===== config.mk =====
export PLATFORM = sky130hd
export DESIGN_NAME = bcd_serial_adder
export DESIGN_NICKNAME = d
export VERILOG_FILES = /design/src/rtl/bcd_pkg.sv /design/src/rtl/bcd_digit_add.sv /design/src/rtl/bcd_serial_adder.sv
export SDC_FILE = /design/constraint.sdc
export NUM_CORES = 1
export LEC_CHECK = 0
export BUFFER_PORTS_ARGS = -buffer_cell sky130_fd_sc_hd__buf_2
export CORE_MARGIN = 3
export CORE_UTILIZATION = 42
export CTS_CLUSTER_DIAMETER = 100
export DETAILED_ROUTE_END_ITERATION = 10
export HOLD_SLACK_MARGIN = 0.05
export SLEW_MARGIN = 20
export SYNTH_ARGS = -nofsm -noshare
export SYNTH_HDL_FRONTEND = slang
export SYNTH_HIERARCHICAL = 1
export SYNTH_SLANG_ARGS = --single-unit

===== constraint.sdc =====
create_clock -name clk -period 4.3 [get_ports clk]
set_input_delay 0.86 -clock clk [delete_from_list [all_inputs] [get_ports clk]]
set_output_delay 0.86 -clock clk [all_outputs]
set_load 0.03 [all_outputs]

===== src/rtl/bcd_pkg.sv =====
// Shared types and constants for the digit-serial BCD adder.
package bcd_pkg;

   typedef enum logic [1:0] {
      IDLE = 2'd0,
      RUN  = 2'd1,
      DONE = 2'd2
   } state_t;

   localparam logic [3:0] BCD_CORR = 4'd6;
   localparam logic [3:0] BCD_MAX  = 4'd9;

   // True when a 4-bit digit lies outside the decimal range.
   function automatic logic digit_invalid(input logic [3:0] dig);
      return (dig > BCD_MAX);
   endfunction

endpackage


===== src/rtl/bcd_digit_add.sv =====
// One BCD digit cell: binary add, decimal-correction flag, +6 fix-up.
module bcd_digit_add
   import bcd_pkg::*;
(
   input  logic [3:0] a_d,
   input  logic [3:0] b_d,
   input  logic       c_in,
   output logic [3:0] d,
   output logic       c_out
);

   logic [4:0] s;
   logic       f;

   // Binary digit sum, correction flag and corrected digit.
   always_comb begin
      s     = {1'b0, a_d} + {1'b0, b_d} + {4'b0000, c_in};
      f     = s[4] | (s[3] & (s[2] | s[1]));
      d     = f ? (s[3:0] + BCD_CORR) : s[3:0];
      c_out = f;
   end

endmodule


===== src/rtl/bcd_serial_adder.sv =====
// Digit-serial multi-digit BCD adder: one shared digit cell driven by a
// small IDLE/RUN/DONE controller, one digit per clock.
module bcd_serial_adder
   import bcd_pkg::*;
#(
   parameter int DIGITS = 4
) (
   input  logic                  clk,
   input  logic                  rst,
   input  logic                  start,
   input  logic [4*DIGITS-1:0]   a,
   input  logic [4*DIGITS-1:0]   b,
   input  logic                  cin,
   output logic                  busy,
   output logic                  done,
   output logic [4*DIGITS-1:0]   sum,
   output logic                  cout,
   output logic                  err
);

   localparam int IW = (DIGITS > 1) ? $clog2(DIGITS) : 1;
   localparam int W  = 4 * DIGITS;
   localparam logic [IW-1:0] IDX_LAST = IW'(DIGITS - 1);

   state_t        state_q, state_d;
   logic [IW-1:0] idx_q, idx_d;
   logic [W-1:0]  a_q, a_d;
   logic [W-1:0]  b_q, b_d;
   logic          carry_q, carry_d;
   logic [W-1:0]  work_q, work_d;
   logic          err_lat_q, err_lat_d;
   logic [W-1:0]  sum_q, sum_d;
   logic          cout_q, cout_d;
   logic          err_q, err_d;

   logic [3:0]    cell_a, cell_b, cell_d;
   logic          cell_c;
   logic          in_bad;

   bcd_digit_add u_digit (
      .a_d   (cell_a),
      .b_d   (cell_b),
      .c_in  (carry_q),
      .d     (cell_d),
      .c_out (cell_c)
   );

   // Select the operand digits addressed by idx and flag invalid input digits.
   always_comb begin
      cell_a = '0;
      cell_b = '0;
      in_bad = 1'b0;
      for (int unsigned k = 0; k < DIGITS; k++) begin
         if (idx_q == IW'(k)) begin
            cell_a = a_q[4*k +: 4];
            cell_b = b_q[4*k +: 4];
         end
         in_bad = in_bad | digit_invalid(a[4*k +: 4]) | digit_invalid(b[4*k +: 4]);
      end
   end

   // Controller next state and datapath register updates.
   always_comb begin
      state_d   = state_q;
      idx_d     = idx_q;
      a_d       = a_q;
      b_d       = b_q;
      carry_d   = carry_q;
      work_d    = work_q;
      err_lat_d = err_lat_q;
      sum_d     = sum_q;
      cout_d    = cout_q;
      err_d     = err_q;
      unique case (state_q)
         IDLE: begin
            if (start) begin
               state_d   = RUN;
               a_d       = a;
               b_d       = b;
               carry_d   = cin;
               work_d    = '0;
               idx_d     = '0;
               err_lat_d = in_bad;
            end
         end
         RUN: begin
            for (int unsigned k = 0; k < DIGITS; k++) begin
               if (idx_q == IW'(k)) begin
                  work_d[4*k +: 4] = cell_d;
               end
            end
            carry_d = cell_c;
            idx_d   = idx_q + 1'b1;
            // The final digit is folded straight into the output registers
            // so the result is visible on the same edge that enters DONE.
            if (idx_q == IDX_LAST) begin
               state_d = DONE;
               idx_d   = '0;
               sum_d   = work_d;
               cout_d  = cell_c;
               err_d   = err_lat_q;
            end
         end
         DONE: begin
            state_d = IDLE;
         end
         default: begin
            state_d = IDLE;
         end
      endcase
   end

   // State and data registers with synchronous reset.
   always_ff @(posedge clk) begin
      if (rst) begin
         state_q   <= IDLE;
         idx_q     <= '0;
         a_q       <= '0;
         b_q       <= '0;
         carry_q   <= 1'b0;
         work_q    <= '0;
         err_lat_q <= 1'b0;
         sum_q     <= '0;
         cout_q    <= 1'b0;
         err_q     <= 1'b0;
      end else begin
         state_q   <= state_d;
         idx_q     <= idx_d;
         a_q       <= a_d;
         b_q       <= b_d;
         carry_q   <= carry_d;
         work_q    <= work_d;
         err_lat_q <= err_lat_d;
         sum_q     <= sum_d;
         cout_q    <= cout_d;
         err_q     <= err_d;
      end
   end

   assign busy = (state_q == RUN);
   assign done = (state_q == DONE);
   assign sum  = sum_q;
   assign cout = cout_q;
   assign err  = err_q;

endmodule


* Word level (Yosys, flattened, before mapping)
Cells that the tools add are included.
Widths: inputs -> output; s select.
** Word-level totals
- Output and inout port bits :: 20
- Register bits after elaboration :: 72
- Word-level logic and storage cells :: 69
- Input bits :: 36
** Cells by class
- $lt $le $gt $ge :: 8
- Muxes and demuxes :: 23
- Add/sub/neg operators :: 4
- Bitwise operators :: 10
- Eq/ne operators :: 7
- Reductions and logical operators :: 7
** Operator list (count)
- $mux 4 :: 13
- $gt 4x4->1 const B :: 8
- $pmux 16 s2 :: 1
- $mux 16 :: 1
- $or 1x1->1 :: 9
- $mux 2 :: 4
- $pmux 2 s2 :: 2
- $reduce_and 2->1 :: 4
- $eq 2x2->1 const B :: 3
- $add 4x4->5 :: 1
- $add 5x1->5 :: 1
- $add 4x3->4 const B :: 1
- $eq 2x1->1 const B :: 2
- $logic_not 2->1 :: 2
- $add 2x1->2 const B :: 1
- $ne 2x1->1 const B :: 1
- $ne 2x2->1 const B :: 1
- $pmux 1 s2 :: 1
- $reduce_bool 2->1 :: 1
- $and 1x1->1 :: 1
- $mux 1 :: 1

* Longest topological paths before layout
Gate-level depths: netlist (run 1).
- Depth after elaboration :: 13
- Depth in mapped cells :: 17
- Mapped depth without buffers :: 16

* Hierarchy
The synthesis (run 1) kept the hierarchy.
** By module, submodules not included
- bcd_serial_adder :: instances 1, area an instance 2981.6 um^2, sequential area each 1361.3 um^2, cells an instance 351
- bcd_digit_add :: instances 1, area an instance 296.5 um^2, sequential area each 0.0 um^2, cells an instance 35

* Least setup slack after synthesis (run 1)
Ideal clock, no wire load.
- Path kind :: reg2reg
- Start point :: register idx_q[0]
- End point :: register work_q[10]
- Cell stages (with the launch flop) :: 17
- Buffers on the path :: 2
- Library setup time :: 70 ps
- Path slack :: 328 ps
- Arrival time :: 3902 ps
- Data required time :: 4230 ps
- Clock period less this slack :: 3972 ps
- Path through :: dfxtp_1 -> inv_1 -> ha_1 -> clkbuf_1 -> nor2b_1 -> o31ai_1 -> inv_1 -> fa_1 -> fa_1 -> xor2_1 -> ha_1 -> or4_4 -> nand4b_2 -> mux2i_1 -> buf_1 -> nand3_1 -> a21oi_1
** On the way
- Word-level cells in the longest chain between the ends :: 13
- Elaborated cells on any way between the ends :: 21
- Those cells by class :: 3 x add/sub; 3 x eq/ne; 11 x mux; 3 x bitwise; 1 x reduce/logical
** RTL lines
- start, declared :: RTL line bcd_serial_adder.sv:26 : logic [IW-1:0] idx_q, idx_d;
- start signal, assigned :: RTL line bcd_serial_adder.sv:128 : idx_q <= idx_d;
- $logic_not 2->1 :: RTL line bcd_serial_adder.sv:54 : if (idx_q == IW'(k)) begin
- $mux 4 (3 in a row) :: RTL line bcd_serial_adder.sv:54
- $mux 4 * :: RTL line bcd_serial_adder.sv:54
- named net cell_a[0] :: RTL line bcd_serial_adder.sv:36 : logic [3:0] cell_a, cell_b, cell_d;
- $add 4x4->5 * :: RTL line bcd_digit_add.sv:17 : s = {1'b0, a_d} + {1'b0, b_d} + {4'b0000, c_in};
- $add 5x1->5 * :: RTL line bcd_digit_add.sv:17
- $or 1x1->1 :: RTL line bcd_digit_add.sv:18 : f = s[4] | (s[3] & (s[2] | s[1]));
- $and 1x1->1 :: RTL line bcd_digit_add.sv:18
- $or 1x1->1 * :: RTL line bcd_digit_add.sv:18
- named net cell_c :: RTL line bcd_serial_adder.sv:37 : logic cell_c;
- $mux 4 * :: RTL line bcd_digit_add.sv:19 : d = f ? (s[3:0] + BCD_CORR) : s[3:0];
- named net cell_d[2] :: RTL line bcd_serial_adder.sv:36
- $mux 4 * :: RTL line bcd_serial_adder.sv:88 : if (idx_q == IW'(k)) begin
- $pmux 16 s2 * :: RTL line bcd_serial_adder.sv:74 : unique case (state_q)
- end signal, assigned :: RTL line bcd_serial_adder.sv:132 : work_q <= work_d;
- end, declared :: RTL line bcd_serial_adder.sv:30 : logic [W-1:0] work_q, work_d;
The timed path passes the listed nets; every way through them passes the cells marked *.
A chain may end at the register's enable or synchronous reset.

* Worst setup path after layout (run 1)
- Start point :: register idx_q[1]
- End point :: register work_q[6]
** On the way
- Word-level cells in the longest chain between the ends :: 13
- Elaborated cells on any way between the ends :: 21
- Those cells by class :: 3 x add/sub; 3 x eq/ne; 11 x mux; 3 x bitwise; 1 x reduce/logical
** RTL lines (RTL line)
- $logic_not 2->1 :: bcd_serial_adder.sv:54
- $mux 4 (3 in a row) :: bcd_serial_adder.sv:54
- $mux 4 * :: bcd_serial_adder.sv:54
- named net cell_b[1] :: bcd_serial_adder.sv:36
- $add 4x4->5 * :: bcd_digit_add.sv:17
- $add 5x1->5 * :: bcd_digit_add.sv:17
- $or 1x1->1 :: bcd_digit_add.sv:18
- $and 1x1->1 :: bcd_digit_add.sv:18
- $or 1x1->1 * :: bcd_digit_add.sv:18
- named net cell_c :: bcd_serial_adder.sv:37
- $mux 4 * :: bcd_digit_add.sv:19
- named net cell_d[2] :: bcd_serial_adder.sv:36
- $mux 4 * :: bcd_serial_adder.sv:88
- $pmux 16 s2 * :: bcd_serial_adder.sv:74
Marked as above.

==> results of run 1 <==
tightest hold or removal path, stage by stage (launching register included):
cell	delay, ps
dfxtp_1	310
nand2_1	50
a21oi_1	50
cell usage in the layout, fill, tap and decap left out, types with 2 or more instances in the layout:
cell type	n
a21oi_1	51
a221oi_1	8
a22o_1	4
buf_2	55
buf_4	8
clkbuf_8	11
clkinv_2	2
dfxtp_1	68
ha_1	6
ha_2	3
inv_1	11
inv_2	2
mux2i_1	16
nand2_1	76
nand2b_1	3
nand3_1	14
nor2_1	6
nor2b_1	18
nor3b_1	4
o21ai_0	23
o2bb2ai_1	13
o31ai_1	8
cells in the mapped netlist (2+ instances only):
cell and number:
nand2b_1 3, a221oi_1 8, nor3b_1 4, mux2i_1 16
inv_2 2, fa_1 2, o21ai_0 23, clkbuf_1 9
o31ai_1 8, ha_1 9, buf_4 4, nand2_1 76
nor2_1 6, a22o_1 4, xnor2_1 2, inv_1 11
buf_6 4, nor2b_1 18, a21oi_1 51, buf_2 11
nand3_1 14, dfxtp_1 68, buf_1 3, o2bb2ai_1 13
metal layers:
| layer | track usage | vias up | wire length (um) |
|---|---|---|---|
| met4 | 0.07341 | 0 | 104 |
| met5 | 0 | - | 0 |
| met2 | 0.2778 | 43 | 3576 |
| met3 | 0.04064 | 10 | 333 |
| met1 | 0.2721 | 1311 | 4036 |
| li1 | - | 1420 | - |
power groups by stage:
| stage | Combinational [W] | Clock [W] | Sequential, W |
|---|---|---|---|
| after global routing | 0.000328 | 0.000582 | 0.000677 |
| after detailed placement | 0.000273 | 0 | 0.000688 |
| after floorplan | 0.000209 | 0 | 0.000680 |
| after CTS | 0.000275 | 0.000555 | 0.000674 |
| final | 0.000297 | 0.000545 | 0.000674 |
| after global placement | 0.000268 | 0 | 0.000688 |
sequential cells by signal (all words and copies together) (netlist names):
name       cells
idx_q          2
cout           1
err            1
carry_q        1
work_q        12
state_q        2
a_q           16
err_lat_q      1
b_q           16
sum           16
per-stage QoR:
stage / util / worst slack (ps) / total power (W)
final: 0.5138 / 292.2 / 0.001516
after global routing: 0.5138 / 32.23 / 0.001587
after CTS: 0.5082 / 69.37 / 0.001504
after detailed placement: 0.4808 / 87.60 / 0.0009617
after global placement: 0.4808 / 297.0 / 0.0009557
after floorplan: - / 328.1 / 0.0008889
logic make-up (layout without fill, tap and decap cells):
group           after synthesis  count (layout)  synth area share
compound gates              113             113            0.2134
xor+xnor                      3               3          0.008017
fa+ha+maj                    11              11           0.04657
buf+inv                      44              92           0.06832
flops                        68              68            0.4153
mux                          16              16           0.04885
simple gates                131             131            0.1996
final cells by class:
class                   count  area [um^2]
fillers                   739         3602
multi-input cells         274         1734
clock buffers              12        155.1
flip-flops and latches     68         1361
repair buffers             63        335.3
well taps                  99        123.9
clock inverters             4        47.55
inverters                  13        48.80
final timing paths:
kind,startpoint,end,slack (ps),cells past startpoint
worst max-delay path,idx_q[1]$_SDFFE_PP0P_,work_q[6]$_SDFFE_PP0P_,290,16
worst min-delay path,b_q[2]$_SDFFE_PP0P_,b_q[2]$_SDFFE_PP0P_,460,2
worst max register to register,idx_q[1]$_SDFFE_PP0P_,work_q[6]$_SDFFE_PP0P_,290,16
worst min register to register,b_q[2]$_SDFFE_PP0P_,b_q[2]$_SDFFE_PP0P_,460,2
==> qor.csv, run 1 <==
metric,value,unit
Max-Cap Viols,0,
# diodes,0,
outcome,"finished, final reports clean",
CP top delay family,adder cells,
Post-CTS Hold Buffers,0,
CORE AREA,7408,um^2
first-pass detailed-route iteration total,5,
"Hold Vio Cnt, Final",0,
Peak VDD IR,0.0002026,V
Max Clock Skew,5.726,ps
fraction of registers with async set or reset after synthesis,0,
remaining antenna violation count,0,
layout cells sized above 1,0.2212,
CTS tree,done,
Least-Margin Pin Slew,811.2,ps
RSZ-0062 raised after global routing,no,
Power Density,398.3,nW/um^2
number of global-route vias before repair,2544,
Flop pwr share,0.445,
H-tree Lvls,3,
count of nets after finishing,476,
switching part of the total,0.2908,
post-synth top area cell,dfxtp_1,
"slowest stage delay, CP",540,ps
Area contributors post-synth,"dfxtp_1 42%, nand2_1 8.7%, a21oi_1 7.8%, mux2i_1 4.9%, o21ai_0 3.5%",
Clock power frac,0.359,
Die Ht,94.35,um
WP data required,4580,ps
crit-path cells,inv_1 -> ha_2 -> buf_4 -> nor2b_1 -> a221oi_1 -> o31ai_1 -> inv_1 -> fa_1 -> xor2_1 -> ha_1 -> or4_4 -> nand4b_4 -> mux2i_1 -> buf_4 -> nand3_1 -> a21oi_1,
clock-pin transition on the worst setup and hold timing paths,70,ps
Slew Limit Fails,0,
Main synth FF type,dfxtp_1,
largest net degree at the start of global routing,49,
total gr overflow,0,
num rows,31,
worst hold slack,455.7,ps
post-place instance area,3562,um^2
part of the power in combinational logic,0.196,
crit path kind,flip-flop to flip-flop,
port buffer count,55,
"FF+latch count, synth",68,
drt drc,0,
HPWL Detailed,5603,um
post-DR vias/cell,5.223,
Non-Filler Instances,533,
Final setup viols,0,
initial core utilization,0.4425,
WL final,8050,um
setup_tns,0,ps
GP Congestion,0.8438,
Worst Hold Class,flip-flop to flip-flop,
wire length per cell,15.10,um
"Arr. time, crit path",4280,ps
Post-Syn Instances,386,
Post CTS Setup Buffer Count,0,
initial antenna violation count,0,
Worst setup SP type,flip-flop,
sequential-to-total area share from yosys stat,0.4153,
placed cells,517,
YS warnings,6,
cts repair resizes,0,
Slew headroom,0.4592,
minimum clock period after layout,4008,ps
Root Buffer,clkbuf_8,
Worst Path Buf+Inv,4,
cell area after synthesis,3278,um^2
"Net Count, Synth",433,
"EDFF count, synth",0,
GRT Util Overall,0.1898,
Num CTS Buffers,9,
Switch Pwr,0.0004407,W
CTS Sinks,68,
Synth cell types,41,
total die area,8901,um^2
first-pass GRT wire length,12970,um
Ports,56,
total number of vias,2784,
Synth top area share,0.4153,
Leak,1.539,nW
CP endpoint kind,flip-flop,
Clock Latency Late Sink,340,ps
Final Cell Area,3806,um^2
die width,94.35,um
Final Cycle Share,0.9320,
Synth-to-Final Area Change,16.11,%
clk buf depth,2,
DRT iter0 DRCs,116,
slowest cell on the critical path,or4_4,
fmax,249.5,MHz
Mapped Avg Cell Area,8.493,um^2
"Max FO, Critical Path",15,
Pint,0.001075,W
Note: power is estimated with default switching activity, not from simulation.
==> inputs of run 2 (changes only) <==
Settings changed: ABC_AREA set to 1, RECOVER_POWER set to 50.
==> run 2 against run 1 <==
Compared with the run above:
- the flow now finishes with violations (max-capacitance violations, max-slew violations)
- area after synthesis is 3.2% lower
- combinational power is 35% higher
- routed wire length is 1.9% higher
- utilization is 0.98 points lower
- non-clock buffer count is 2 lower
- sequential power is 3% higher
- maximum frequency is 5.3% higher
- register-to-register slack better by 200 ps
- die area is 3.0% lower
- critical path type unchanged
==> qor.csv, run 2 <==
metric,value,unit,change
"Hold Vio Cnt, Final",0,,unchanged
Mapped Avg Cell Area,6.971,um^2,-18%
worst hold stages,2,,unchanged
Post-Syn Instances,455,,+18%
CTS Sinks,68,,unchanged
CORE AREA,7292,um^2,-1.6%
setup_tns,0,ps,unchanged
total die area,8630,um^2,-3.0%
"FF+latch count, synth",68,,unchanged
Ports,56,,unchanged
Least-Margin Pin Slew,2054,ps,+1243 ps
number of global-route vias before repair,2852,,+12%
CP endpoint kind,flip-flop,,
fin worst setup slack,493.3,ps,+201.1 ps
Post-CTS Hold Buffers,0,,unchanged
Synth Area in Compound Gates,0.1641,,-0.04926
Worst Hold Class,flip-flop to flip-flop,,
layout cells sized above 1,0.1314,,-0.08983
Non-Filler Instances,609,,+14%
"Arr. time, crit path",4070,ps,-210 ps
mux cell area share after synthesis,0,,-0.04885
failing checks,"max-capacitance violations, max-slew violations",,
largest family of logic cells by synthesized area,simple AND/OR/NAND/NOR gates,,
"most common cell after layout, fill and taps aside",nand2_1,,
most common cell in the netlist,nand2_1,,
Max-Cap Viols,1,,+1
cell mode on critical path,inv_1,,
Power Density,433.6,nW/um^2,+8.9%
clock-pin transition on the worst setup and hold timing paths,70,ps,about the same
post-synth top area cell,dfxtp_1,,
RSZ-0062 raised after global routing,no,,
Worst Path Buf+Inv,6,,+2
launch point of the worst hold path,sum[13]$_SDFFE_PP0P_,,
final core utilization,0.5039,,-0.009819
HPWL Detailed,5603,um,about the same
Final Cell Area,3675,um^2,-3.5%
Final setup viols,0,,unchanged
num rows,31,,unchanged
Root Buffer,clkbuf_8,,
initial antenna violation count,0,,unchanged
Area contributors post-synth,"dfxtp_1 43%, nand2_1 13%, nor2_1 9.6%, o21ai_0 8.2%, a21oi_1 5.7%",,
port buffer count,55,,unchanged
simple-gate portion of the synthesized area,0.2828,,+0.08322
Num CTS Buffers,9,,unchanged
cell area after synthesis,3172,um^2,-3.2%
"EDFF count, synth",0,,unchanged
post-DR vias/cell,5.002,,-4.2%
Worst setup SP type,flip-flop,,
total number of vias,3046,,+9.4%
Slew Limit Fails,52,,+52
WL final,8200,um,+1.9%
Synth cell types,25,,-39%
slowest cell on the critical path,fa_1,,
H-tree Lvls,3,,unchanged
die width,92.90,um,-1.5%
Leak,1.667,nW,+8.3%
fmax,262.7,MHz,+5.3%
DRT iter0 DRCs,178,,+53%
"Net Count, Synth",502,,+16%
most frequent cells in the layout,"106 x nand2_1, 82 x nor2_1, 68 x dfxtp_1",,
first-pass detailed-route iteration total,5,,unchanged
R2R depth,21,,+5
worst hold endpoint,sum[13]$_SDFFE_PP0P_,,
"slowest stage delay, CP",460,ps,-80 ps
most frequent cells after synthesis,"106 x nand2_1, 81 x nor2_1, 68 x dfxtp_1",,
GP Congestion,0.8729,,+3.4%
"Max FO, Critical Path",12,,-3
initial core utilization,0.4350,,-0.007524
Clock Latency Late Sink,340,ps,about the same
Main synth FF type,dfxtp_1,,
WP data required,4570,ps,about the same
placed cells,589,,+14%
clk buf depth,2,,unchanged
Slew headroom,-0.3692,,-0.8284
largest net degree at the start of global routing,52,,+6.1%
crit path kind,flip-flop to flip-flop,,
crit-path cells,inv_1 -> ha_1 -> clkinvlp_4 -> nand2_1 -> o211ai_1 -> a21oi_1 -> inv_1 -> fa_1 -> fa_1 -> xnor2_1 -> inv_1 -> ha_1 -> inv_1 -> nand3_2 -> nand2_2 -> nand2_1 -> nand2_1 -> inv_1 -> o21ai_0 -> nand2_1 -> a21oi_1,,
outcome,finished with violations,,
Max Clock Skew,8.462,ps,+2.736 ps
Synth top area share,0.4292,,+0.01392
Synth-to-Final Area Change,15.86,%,
remaining antenna violation count,0,,unchanged
Crit Reg-Reg Endpoint,work_q[3]$_SDFFE_PP0P_,,
CTS tree,done,,
YS warnings,6,,unchanged
CP top delay family,adder cells,,
fraction of registers with async set or reset after synthesis,0,,unchanged
Final Cycle Share,0.8853,,-0.04676
Synth Area in XOR/XNOR,0.002761,,-0.005254
Die Ht,92.90,um,-1.5%
count of nets after finishing,552,,+16%
total gr overflow,0,,unchanged
wire length per cell,13.46,um,-11%
adder-cell share of the synthesized area,0.04813,,+0.001561
Place WS,305.4,ps,+217.8 ps
sequential-to-total area share from yosys stat,0.4292,,+0.01392
Peak VDD IR,0.0002291,V,+13%
post-place instance area,3486,um^2,-2.1%
first-pass GRT wire length,13810,um,+6.5%
reg2reg setup slack,490,ps,+200 ps
GRT Util Overall,0.2011,,+0.01134
worst reg2reg startpoint,idx_q[1]$_SDFFE_PP0P_,,
minimum clock period after layout,3807,ps,-201.1 ps
# diodes,0,,unchanged
drt drc,0,,unchanged
run 2: changes by cell type in the layout (fill, tap and decap cells not counted), moves of 18 or more:
cell	delta
nand2_1	+30
nor2_1	+76
clkbuf_1	+21
o21ai_0	+29
nor2b_1	-18
buf_2	-19
run 2: layout make-up:
class	count	area (um^2)
repair inverters	1	5.005
well taps	99	123.9
flip-flops and latches	68	1361
repair buffers	61	292.8
inverters	33	131.4
multi-input cells	331	1577
clock inverters	5	52.55
fillers	783	3617
clock buffers	11	131.4
run 2: repair_timing:
item | in CTS | in global routing
setup endpoints to repair | 0 | 18
setup buffers | 0 | 3
resized for setup | 0 | 2
run 2: report_power, final:
| group | total [W] | switching [W] | internal, W |
|---|---|---|---|
| Combinational | 0.000400 | 0.000265 | 0.000135 |
| Sequential | 0.000691 | 0.0000231 | 0.000668 |
| Clock | 0.000503 | 0.000238 | 0.000265 |
run 2: worst min-delay path, cell delays in order (launching register included):
cell and delay (ps):
dfxtp_1 310, nand2_1 60, a21oi_1 50
run 2: through the flow:
step,power (W),hold WS (ps)
3_3_place_gp,0.001085,446.6
6_report,0.001594,463.9
3_5_place_dp,0.001097,453.9
2_1_floorplan,0.0009892,439.7
5_1_grt,0.001712,483.5
4_1_cts,0.001600,465.5
run 2: logic make-up (layout without fill, tap and decap cells):
logic type                 count (synthesis)  after routing
AOI/OAI and AO/OA                         99             99
xor gates and xnor gates                   1              1
adders and majority gates                 11             11
buffers and inverters                     56            111
DFF                                       68             68
and+or+nand+nor                          220            220
run 2: how the worst max path moves through the flow:
stage	start	cells past startpoint	to	slack (ps)
2_1_floorplan	idx_q[0]$_SDFFE_PP0P_	22	work_q[7]$_SDFFE_PP0P_	830
3_3_place_gp	idx_q[1]$_SDFFE_PP0P_	20	work_q[11]$_SDFFE_PP0P_	530
3_5_place_dp	idx_q[0]$_SDFFE_PP0P_	20	work_q[3]$_SDFFE_PP0P_	310
4_1_cts	idx_q[0]$_SDFFE_PP0P_	20	work_q[10]$_SDFFE_PP0P_	260
5_1_grt	idx_q[1]$_SDFFE_PP0P_	21	work_q[2]$_SDFFE_PP0P_	50
6_report	idx_q[1]$_SDFFE_PP0P_	21	work_q[3]$_SDFFE_PP0P_	490
run 2: metal layers:
metal  GRT usage  vias to the layer above  share of wire
li1            -                     1567              -
met1      0.2882                     1388           0.50
met2      0.2921                       75           0.43
met3     0.05686                       16          0.054
met4     0.05983                        0          0.015
met5           0                        -              0
==> inputs of run 3 (changes only) <==
Settings changed: RECOVER_POWER 50 to unset.
==> run 3 against run 2 <==
Compared with the run above:
- the flow now finishes without violations
- sequential power is essentially flat
- combinational power is essentially flat
- maximum frequency rose by 0.11%
- die area unchanged
- register-to-register slack about the same
- via count rose by 1.1%
- global-route usage unchanged
- utilization rose by 0.41 points
- first-iteration DRC count grew 6.2%
- critical path type unchanged
- largest power group unchanged
==> qor.csv, run 3 (synthesis gave the netlist of run 2 again) <==
metric,value,unit,change
outcome,"finished, final reports clean",,
"Arr. time, crit path",4080,ps,about the same
Worst Hold Class,flip-flop to flip-flop,,
first-pass detailed-route iteration total,5,,unchanged
launch point of the worst hold path,sum[13]$_SDFFE_PP0P_,,
worst hold endpoint,sum[13]$_SDFFE_PP0P_,,
Final Cycle Share,0.8843,,-0.0009653
num rows,31,,unchanged
initial antenna violation count,0,,unchanged
Root Buffer,clkbuf_8,,
"Max FO, Critical Path",12,,unchanged
largest net degree at the start of global routing,52,,unchanged
total gr overflow,0,,unchanged
Crit Reg-Reg Endpoint,work_q[3]$_SDFFE_PP0P_,,
Place WS,305.4,ps,unchanged
Clock Latency Late Sink,340,ps,about the same
drt drc,0,,unchanged
layout cells sized above 1,0.1784,,+0.04706
worst hold stages,2,,unchanged
WL final,8148,um,-0.63%
fin worst setup slack,497.5,ps,+4.151 ps
minimum clock period after layout,3803,ps,-4.151 ps
Slew Limit Fails,0,,-100%
Final setup viols,0,,unchanged
number of global-route vias before repair,2852,,unchanged
CP endpoint kind,flip-flop,,
R2R depth,21,,unchanged
Power Density,430.4,nW/um^2,-0.76%
crit path kind,flip-flop to flip-flop,,
clk buf depth,2,,unchanged
Leak,1.751,nW,+5.0%
worst reg2reg startpoint,idx_q[1]$_SDFFE_PP0P_,,
wire length per cell,13.38,um,-0.63%
# diodes,0,,unchanged
Synth-to-Final Area Change,16.80,%,
port buffer count,55,,unchanged
fmax,263.0,MHz,+0.11%
CTS tree,done,,
Max-Cap Viols,0,,-1
GP Congestion,0.8729,,unchanged
Worst setup SP type,flip-flop,,
CORE AREA,7292,um^2,unchanged
Peak VDD IR,0.0002274,V,-0.75%
DRT iter0 DRCs,189,,+6.2%
H-tree Lvls,3,,unchanged
first-pass GRT wire length,13810,um,unchanged
WP data required,4580,ps,about the same
Die Ht,92.90,um,unchanged
CTS Sinks,68,,unchanged
Least-Margin Pin Slew,996.0,ps,-1058 ps
initial core utilization,0.4350,,unchanged
GRT Util Overall,0.2011,,unchanged
post-DR vias/cell,5.059,,+1.1%
"Hold Vio Cnt, Final",0,,unchanged
most frequent cells in the layout,"106 x nand2_1, 81 x nor2_1, 68 x dfxtp_1",,
fillers,775,,-1.0%
"most common cell after layout, fill and taps aside",nand2_1,,
Ports,56,,unchanged
Num CTS Buffers,9,,unchanged
reg2reg setup slack,500,ps,about the same
Slew headroom,0.3353,,+0.7045
HPWL Detailed,5603,um,unchanged
setup_tns,0,ps,unchanged
total number of vias,3081,,+1.1%
count of nets after finishing,552,,unchanged
die width,92.90,um,unchanged
total die area,8630,um^2,unchanged
Max Clock Skew,9.576,ps,+1.115 ps
remaining antenna violation count,0,,unchanged
clock-pin transition on the worst setup and hold timing paths,70,ps,about the same
RSZ-0062 raised after global routing,no,,
-- run 3: metal layers --
layer | part of all wire | global-route usage
met3 | 0.060 | 0.05686
met1 | 0.50 | 0.2882
met5 | 0 | 0
met4 | 0.015 | 0.05983
met2 | 0.43 | 0.2921
-- run 3: cell type report --
class	count	area, um^2	area share
Multi-Input combinational cell	331	1579	0.4262
Sequential cell	68	1361	0.3674
Timing Repair Buffer	61	320.3	0.08646
Clock buffer	11	131.4	0.03546
Inverter	33	131.4	0.03546
Tap cell	99	123.9	0.03343
Clock inverter	5	52.55	0.01418
Timing Repair inverter	1	5.005	0.001351
-- run 3: repair_timing --
action | 4_1_cts | 5_1_grt
hold buffers | 0 | 0
endpoints found under the setup margin | 0 | 18
setup buffers | 0 | 3
gates resized for setup | 0 | 2
-- run 3: worst max path at each step --
stage	from	end	slack [ps]	cells after the start
floorplan	idx_q[0]$_SDFFE_PP0P_	work_q[7]$_SDFFE_PP0P_	830	22
global placement	idx_q[1]$_SDFFE_PP0P_	work_q[11]$_SDFFE_PP0P_	530	20
detailed placement	idx_q[0]$_SDFFE_PP0P_	work_q[3]$_SDFFE_PP0P_	310	20
CTS	idx_q[0]$_SDFFE_PP0P_	work_q[10]$_SDFFE_PP0P_	260	20
global route	idx_q[1]$_SDFFE_PP0P_	work_q[2]$_SDFFE_PP0P_	60	21
finish	idx_q[1]$_SDFFE_PP0P_	work_q[3]$_SDFFE_PP0P_	500	21
-- run 3: worst max-delay path: stages, from the launching register on --
cell and delay (ps):
dfxtp_1 350, inv_1 90, ha_1 250, clkinvlp_4 250, nand2_1 120, o211ai_1 90, a21oi_1 130, inv_1 70
fa_1 460, fa_1 420, xnor2_1 210, inv_1 90, ha_1 220, inv_1 90, nand3_2 110, nand2_2 120
nand2_1 70, nand2_1 60, inv_1 70, o21ai_0 260, nand2_1 80, a21oi_1 140
-- run 3: through the flow --
step | cell area [um^2] | power (W) | hold slack (ps) | utilization | instances
2_1_floorplan | 3172 | 0.0009892 | 439.7 | - | 455
3_3_place_gp | 3486 | 0.001085 | 446.6 | 0.4780 | 589
3_5_place_dp | 3486 | 0.001097 | 453.9 | 0.4780 | 589
4_1_cts | 3670 | 0.001600 | 465.5 | 0.5033 | 605
5_1_grt | 3705 | 0.001713 | 483.5 | 0.5081 | 609
6_report | 3705 | 0.001594 | 459.7 | 0.5081 | 609
-- run 3: where the power goes --
group          internal (W)  total [W]  switching [W]
Combinational      0.000135   0.000400       0.000264
Clock              0.000265   0.000504       0.000238
Sequential         0.000668   0.000691      0.0000234
